===== src/rtl/tape_status_encoder.sv =====
// Tape status word encoder: activity/rec flags plus BCD block counters for the overlay.
// Optional macro TAPE_STATUS_BLINK_EN blanks the record glyph on alternate BLINK_CYCLES periods.
module tape_status_encoder #(
   parameter int HOLD_CYCLES  = 10_000_000,
   parameter int BLINK_CYCLES = 4_000_000
) (
   input  logic        clk,
   input  logic        reset_n,
   input  logic        tape_loaded,
   input  logic        write_protect,
   input  logic        tape_play,
   input  logic        tape_rec,
   input  logic        tape_rew,
   input  logic        tape_ff,
   input  logic [9:0]  cur_idx,
   input  logic [9:0]  max_idx,
   input  logic        show,
   output logic [32:0] data,
   output logic        en,
   output logic        busy
);

   localparam int HW = (HOLD_CYCLES > 1) ? $clog2(HOLD_CYCLES + 1) : 1;

   typedef enum logic [1:0] {S_IDLE, S_SHIFT, S_COMMIT} state_t;

   state_t          r_state;
   state_t          w_state_next;
   logic [3:0]      r_bit_cnt;
   logic [3:0]      r_activity;
   logic [3:0]      w_act_next;
   logic            r_rec_en;
   logic [HW-1:0]   r_hold;
   logic            r_en;
   logic            r_busy;
   logic            w_hold_load;
   logic            w_blank;
   logic            w_load;
   logic [1:0]      w_diff;
   logic [9:0]      w_idx [2];
   logic [1:0][11:0] w_digits;

   function automatic logic is_moving(input logic [3:0] a);
      return (a == 4'd1) || (a == 4'd3) || (a == 4'd4) || (a == 4'd10);
   endfunction

   function automatic logic [11:0] dd_adjust(input logic [11:0] b);
      logic [11:0] r;
      r = b;
      for (int i = 0; i < 3; i++) begin
         if (b[4*i +: 4] >= 4'd5) r[4*i +: 4] = b[4*i +: 4] + 4'd3;
      end
      return r;
   endfunction

   always_comb begin
      w_act_next = 4'd2;
      if (!tape_loaded)             w_act_next = 4'd0;
      else if (tape_rew)            w_act_next = 4'd3;
      else if (tape_ff)             w_act_next = 4'd4;
      else if (tape_rec && tape_play) w_act_next = 4'd10;
      else if (tape_play)           w_act_next = 4'd1;
   end

   assign w_hold_load = is_moving(r_activity) && !is_moving(w_act_next);

   always_ff @(posedge clk or negedge reset_n) begin
      if (!reset_n) begin
         r_activity <= 4'd0;
         r_rec_en   <= 1'b0;
         r_hold     <= '0;
         r_en       <= 1'b0;
      end else begin
         r_activity <= w_act_next;
         r_rec_en   <= tape_loaded & ~write_protect;
         r_en       <= show | is_moving(r_activity) | (r_hold != '0);
         if (w_hold_load)         r_hold <= HW'(HOLD_CYCLES);
         else if (r_hold != '0)   r_hold <= r_hold - 1'b1;
      end
   end

`ifdef TAPE_STATUS_BLINK_EN
   localparam int BW = (BLINK_CYCLES > 1) ? $clog2(BLINK_CYCLES) : 1;
   logic [BW-1:0] r_blink_cnt;
   logic          r_blink_phase;

   always_ff @(posedge clk or negedge reset_n) begin
      if (!reset_n) begin
         r_blink_cnt   <= '0;
         r_blink_phase <= 1'b0;
      end else if (r_activity != 4'd10) begin
         r_blink_cnt   <= '0;
         r_blink_phase <= 1'b0;
      end else if (r_blink_cnt == BW'(BLINK_CYCLES - 1)) begin
         r_blink_cnt   <= '0;
         r_blink_phase <= ~r_blink_phase;
      end else begin
         r_blink_cnt   <= r_blink_cnt + 1'b1;
      end
   end

   // Gate on the live code so a leftover phase never blanks a non-record glyph.
   assign w_blank = r_blink_phase && (r_activity == 4'd10);
`else
   assign w_blank = 1'b0;
`endif

   assign w_idx[0] = cur_idx;
   assign w_idx[1] = max_idx;
   assign w_load   = (r_state == S_IDLE) && (w_diff != 2'b00);

   always_comb begin
      w_state_next = r_state;
      case (r_state)
         S_IDLE:   if (w_diff != 2'b00) w_state_next = S_SHIFT;
         S_SHIFT:  if (r_bit_cnt == 4'd9) w_state_next = S_COMMIT;
         S_COMMIT: w_state_next = S_IDLE;
         default:  w_state_next = S_IDLE;
      endcase
   end

   always_ff @(posedge clk or negedge reset_n) begin
      if (!reset_n) begin
         r_state   <= S_IDLE;
         r_bit_cnt <= 4'd0;
         r_busy    <= 1'b0;
      end else begin
         r_state <= w_state_next;
         r_busy  <= (r_state != S_IDLE);
         if (w_load)                    r_bit_cnt <= 4'd0;
         else if (r_state == S_SHIFT)   r_bit_cnt <= r_bit_cnt + 4'd1;
      end
   end

   // Engine 0 converts cur_idx, engine 1 converts max_idx; both share the FSM.
   generate
      for (genvar gi = 0; gi < 2; gi++) begin : g_eng
         logic [9:0]  w_clamp;
         logic [11:0] w_adj;
         logic [9:0]  r_snap;
         logic [9:0]  r_bin;
         logic [11:0] r_bcd;
         logic [11:0] r_digits;

         assign w_clamp      = (w_idx[gi] > 10'd999) ? 10'd999 : w_idx[gi];
         assign w_adj        = dd_adjust(r_bcd);
         assign w_diff[gi]   = (w_clamp != r_snap);
         assign w_digits[gi] = r_digits;

         always_ff @(posedge clk or negedge reset_n) begin
            if (!reset_n) begin
               r_snap   <= '0;
               r_bin    <= '0;
               r_bcd    <= '0;
               r_digits <= '0;
            end else if (w_load) begin
               r_snap <= w_clamp;
               r_bin  <= w_clamp;
               r_bcd  <= '0;
            end else if (r_state == S_SHIFT) begin
               r_bcd <= {w_adj[10:0], r_bin[9]};
               r_bin <= {r_bin[8:0], 1'b0};
            end else if (r_state == S_COMMIT) begin
               r_digits <= r_bcd;
            end
         end
      end
   endgenerate

   assign data = {4'b0000, r_rec_en, r_activity & {4{~w_blank}}, w_digits[0], w_digits[1]};
   assign en   = r_en;
   assign busy = r_busy;

endmodule


===== config.mk =====
export PLATFORM = sky130hd
export DESIGN_NAME = tape_status_encoder
export DESIGN_NICKNAME = d
export VERILOG_FILES = /design/src/rtl/tape_status_encoder.sv
export SDC_FILE = /design/constraint.sdc
export NUM_CORES = 1
export LEC_CHECK = 0
export ABC_CLOCK_PERIOD_IN_PS = 3300
export CORE_ASPECT_RATIO = 0.8
export CORE_UTILIZATION = 45
export DETAILED_ROUTE_END_ITERATION = 10
export PLACE_DENSITY = 0.69
export SYNTH_ARGS = -nofsm -noshare
export SYNTH_HDL_FRONTEND = slang
export SYNTH_SLANG_ARGS = --single-unit

===== constraint.sdc =====
create_clock -name clk -period 3.3 [get_ports clk]
set_clock_uncertainty 0.05 [all_clocks]
set_input_delay 0.66 -clock clk [delete_from_list [all_inputs] [get_ports clk]]
set_output_delay 0.66 -clock clk [all_outputs]
set_load 0.01 [all_outputs]

After elaboration in Yosys (flattened, before gate mapping)
Index checks and enable logic that the tools add are counted.

$add $sub $neg: 8. $mul: 0. Div/mod/pow operators: 0. $lt $le $gt $ge: 8. Equality and inequality tests: 15. Shift-type cells: 0. Multiplexer cells: 28. Bitwise gates (word level): 6. Reductions and logical operators: 18.

Operator list (number): $mux 10 (6); $mux 12 (4); $mux 24 (2); $mux 4 (10); $ge 4x3->1 const B (6); $reduce_bool 24->1 (1); $sub 24x1->24 const B (1); $gt 10x10->1 const B (2); $ne 10x10->1 (2); $add 4x2->4 const B (4); $eq 4x4->1 const B (3); $eq 4x1->1 const B (2); $eq 4x2->1 const B (2); $eq 4x3->1 const B (2); $reduce_bool 2->1 (4); $add 3x2->3 const B (2); $logic_or 1x1->1 (6); $mux 2 (3); $mux 3 (2); $add 4x1->4 const B (1); $pmux 2 s2 (1); $logic_and 1x1->1 (3); $not 1->1 (3); $reduce_and 3->1 (1); other kinds (9) (10).

Flip-flop bits (word level): 125. Bits in latches: 0. Memory bits (writable): 0. ROM bits: 0. Input port bits: 29. Output and inout bits: 35. Logic and storage cells: 98. Memories: 0.

Longest topological paths before layout
Gate-level depths: netlist of run 1.

Depth after elaboration: 12. Gate-level depth with buffers: 9.

Worst setup path before layout of run 1
OpenSTA, ideal clock, no wires.

Kind: input port to flip-flop. From: in cur_idx[6]. To: reg g_eng[0].r_bin[3]. Library setup time: 0.126 ns. Arrival time: 2.334 ns. Setup slack: 0.790 ns. Stages on the path: 8. Buffers on the path: 1. Cells stage by stage: xor2_1 > nor4_1 > nand4_1 > nor4b_4 > a41oi_2 > and2_1 > buf_2 > a221o_1.

Word-level cells in the longest chain between the ends: 6.

RTL lines: from (decl) (RTL line 15) `input logic [9:0] cur_idx,`; $gt 10x10->1 (RTL line 145) `assign w_clamp = (w_idx[gi] > 10'd999) ? 10'd999 : w_idx[gi];`; $mux 10 * (RTL line 145); $ne 10x10->1 (RTL line 147) `assign w_diff[gi] = (w_clamp != r_snap);`; $reduce_bool 2->1 (RTL line 110) `assign w_load = (r_state == S_IDLE) && (w_diff != 2'b00);`; $logic_and 1x1->1 (RTL line 110); $mux 10 or $reduce_bool 2->1 (tied branches); to (signal assigned) (RTL line 158) `r_bin <= w_clamp;`; to (signal assigned) (RTL line 162) `r_bin <= {r_bin[8:0], 1'b0};`; to (decl) (RTL line 141) `logic [9:0] r_bin;`.

Mark *: on every way between the ends. The rest lies on a longest branch, timed or not. A chain may end at the register's enable or synchronous reset.

Final worst setup path of run 1
From: in cur_idx[5]. To: reg g_eng[0].r_bin[2].

The elaborated chain is that of the path after synthesis.

==> results of run 1 <==
## power groups by stage
stage	combinational [mW]	clock (mW)	sequential [mW]
floorplan	1.58	0	2.57
global placement	2.28	0	2.62
detailed placement	2.36	0	2.64
CTS	2.39	2.01	2.63
global route	2.67	2.09	2.71
finish	2.37	1.97	2.63
## routing by layer
metal,track usage,up-vias
li1,-,2314
met1,0.2808,2347
met2,0.3184,117
met3,0.04721,17
met4,0.06650,0
met5,0,-
## registers in the layout, summed over array words and instances (netlist names)
register	flops
r_bit_cnt	4
g_eng.r_bin	20
r_activity	4
g_eng.r_snap	20
g_eng.r_digits	24
en	1
g_eng.r_bcd	24
r_state	2
busy	1
r_hold	24
r_rec_en	1
## worst max-delay path by stage
stage | startpoint | cells after the start | end | slack [ns]
finish | cur_idx[5] | 8 | g_eng[0].r_bin[2] | 0.37
global placement | cur_idx[5] | 8 | g_eng[0].r_bin[3] | 0.06
detailed placement | cur_idx[4] | 8 | g_eng[0].r_bin[4] | 0.01
global route | max_idx[3] | 8 | g_eng[0].r_bin[9] | 0.20
CTS | cur_idx[4] | 8 | g_eng[0].r_bin[4] | 0.44
floorplan | cur_idx[6] | 8 | g_eng[0].r_bin[3] | 0.79
## synth_stat cells, types with 2 or more instances
master / instances / area, µm²
nor4_1: 6 / 37.54
nor3_1: 13 / 65.06
a21oi_1: 25 / 125.1
inv_1: 44 / 165.2
buf_4: 5 / 37.54
dfrtp_1: 125 / 3128
o21ba_2: 2 / 20.02
nand4b_1: 3 / 26.28
nand2b_1: 13 / 81.33
o21ai_0: 46 / 230.2
and2_1: 4 / 25.02
nand3_1: 11 / 55.05
mux2i_1: 2 / 20.02
clkbuf_1: 19 / 71.32
or4_4: 2 / 22.52
nor4_2: 2 / 25.02
or3_1: 7 / 43.79
o32ai_1: 4 / 35.03
a22o_1: 11 / 96.34
o311ai_1: 7 / 61.31
buf_2: 4 / 20.02
ha_1: 15 / 187.7
nor2b_1: 7 / 43.79
a22oi_1: 10 / 75.07
a221o_1: 4 / 40.04
xnor2_1: 23 / 201.4
mux2_2: 13 / 146.4
o311ai_0: 3 / 26.28
nor3b_1: 2 / 15.01
nand2_1: 75 / 281.5
o21a_1: 3 / 22.52
nand4_1: 5 / 31.28
o22ai_1: 21 / 131.4
o211ai_1: 2 / 15.01
a211oi_1: 3 / 22.52
xor2_1: 16 / 140.1
nor2_1: 38 / 142.6
o31ai_1: 2 / 15.01
## metrics by stage
step,power [mW],util,worst slack [ns],cells
6_report,6.973,0.5809,0.3728,874
5_1_grt,7.466,0.5809,0.1987,874
4_1_cts,7.027,0.5809,0.4432,874
3_5_place_dp,5.007,0.5327,0.01338,842
3_3_place_gp,4.896,0.5327,0.05802,842
2_1_floorplan,4.145,-,0.7902,622
## area by class of cell
cell class / instances / area [µm²] / share of cell area
clock buffers: 19 / 442.9 / 0.05819
repair buffers: 73 / 718.2 / 0.09436
flip-flops and latches: 125 / 3128 / 0.4110
clock inverters: 13 / 188.9 / 0.02482
inverters: 44 / 165.2 / 0.02170
multi-input cells: 425 / 2749 / 0.3612
well taps: 175 / 219.0 / 0.02877
## cells by family (layout without fill, tap and decap cells)
logic type	count (synthesis)	after routing	synth area share
mux	15	15	0.02707
fa+ha+maj	15	15	0.03053
compound gates	152	152	0.1628
buf+inv	72	149	0.04782
simple gates	200	200	0.1669
flops	125	125	0.5088
xor+xnor	39	39	0.05555
other cells	1	4	0.0006099
==> results.cfg, run 1 <==
[outcome]
outcome = finished, final reports clean

[finish]
final_common_cell = dfrtp_1
n_antenna_cell = 0
fill_cells = 1105
layout-area-overhead-vs-synth_pct = 23.79
layout_common_cells = dfrtp_1 (125), nand2_1 (75), clkdlybuf4s50_1 (58)
final_nets = 730
design_area_um2 = 7611
drive_above_1_share = 0.1059

[critical_path]
crit_path_max_incr_delay_ns = 0.54
critical_path_buf_inv_count = 1
r2r_cells = 7
cp_slowest_cell = clkdlybuf4s50_1
start_kind = primary input
critical_path_class = primary input to flop
regToRegEndpoint = r_hold[9]
reg2reg_setup_slack_ns = 0.63
cp_cell_sequence = clkdlybuf4s50_1 > nand3_1 > or2_4 > nor3b_1 > nor4b_4 > nand4_1 > nor2_1 > a221oi_1
endpoint_kind = flop
cp_data_required_time_ns = 3.51
regToRegStartpoint = r_hold[6]
critPathTopFamily = simple AND/OR/NAND/NOR gates
worstPathArrival_ns = 3.14
path_max_fanout = 6

[clock_tree]
tritoncts = done
cts_max_path_buffers = 2
cts_max_level = 4
cts-root-buf = clkbuf_16
ctsResizeCount = 0
holdBufCountCts = 0
clk_latency_ns = 0.41
cts_setup_buffers = 0
cts_inserted_buffers = 17
cts.sinks = 125
clk_pin_slew_ns = 0.05

[route]
wl_met2_um = 6206
vias_per_cell = 5.486
drc = 0
vias = 4795
routed.top_layer = met4
drtPass1Iterations = 5
wl_per_cell_um = 15.19
drtIter0Drc = 283
wirelength_um = 13280
wl_met1_um = 6334
ant_nets = 0
routed-wl-met3_um = 573

[synthesis]
synth_edf_count = 0
ys.flop_type = dfrtp_1
synthArstFlopShare = 1.000
yosys_warnings = 0
synth-seq-cells = 125
syn_avg_cell_area_um2 = 9.933
syn-cell-area_um2 = 6148
yosysUniqueCellTypes = 60
netlist_instances = 619
ys_seq_area_frac = 0.5088

[global_routing]
gr-usage-all-layers = 0.2040
grt_max_degree = 111
antenna_found_initial = 0
grt-ovfl-total = 0
grt_pass1_vias = 4699
grt_pass1_wl_um = 22970

[placed_design]
dpl_cell_area_um2 = 6979
hpwl_um = 9128
port_buffers = 59
routabilityCongestion = 0.8854

[floorplanning]
die_area_um2 = 14140
num_rows = 37
core_um2 = 13100
die-width_um = 132.7
start_util = 0.4693
io_pins = 64
dieHeight_um = 106.6

[flow_run]
cap_violations = 0

[power_and_ir_drop]
p_int_mw = 4.551
clkPwrFrac = 0.283
seq_power_share = 0.377
combPwrFrac = 0.340
p_sw_mw = 2.422
ir_drop_mv = 0.5077
p_per_area_nw_per_um2 = 916.2
p_leak_nw = 3.199
p_sw_frac = 0.3473

[sta]
timing.slew.headroom = 0.5007
min_period_ns = 2.927
whs_ns = 0.05986
max_freq_mhz = 341.6
worst_pin_slew_ns = 0.7490
tns_ns = 0
fin_crit_sh = 0.8870
rsz0062_at_grt = no
finalMaxSlewViolations = 0
setup_violations = 0
final_hold_viol_count = 0

[min_path]
min_path_type = primary input to asynchronous set/reset pin
(Power assumes the default switching activity.)
==> run 2: changes to the inputs <==
--- a/config.mk
+++ b/config.mk
@@ -10,6 +10,7 @@
 export CORE_UTILIZATION = 45
 export DETAILED_ROUTE_END_ITERATION = 10
 export PLACE_DENSITY = 0.69
+export SKIP_CTS_REPAIR_TIMING = 1
 export SYNTH_ARGS = -nofsm -noshare
 export SYNTH_HDL_FRONTEND = slang
 export SYNTH_SLANG_ARGS = --single-unit
==> results of run 2 <==
No change in the layout: final DEF, timing and power equal those of run 1.
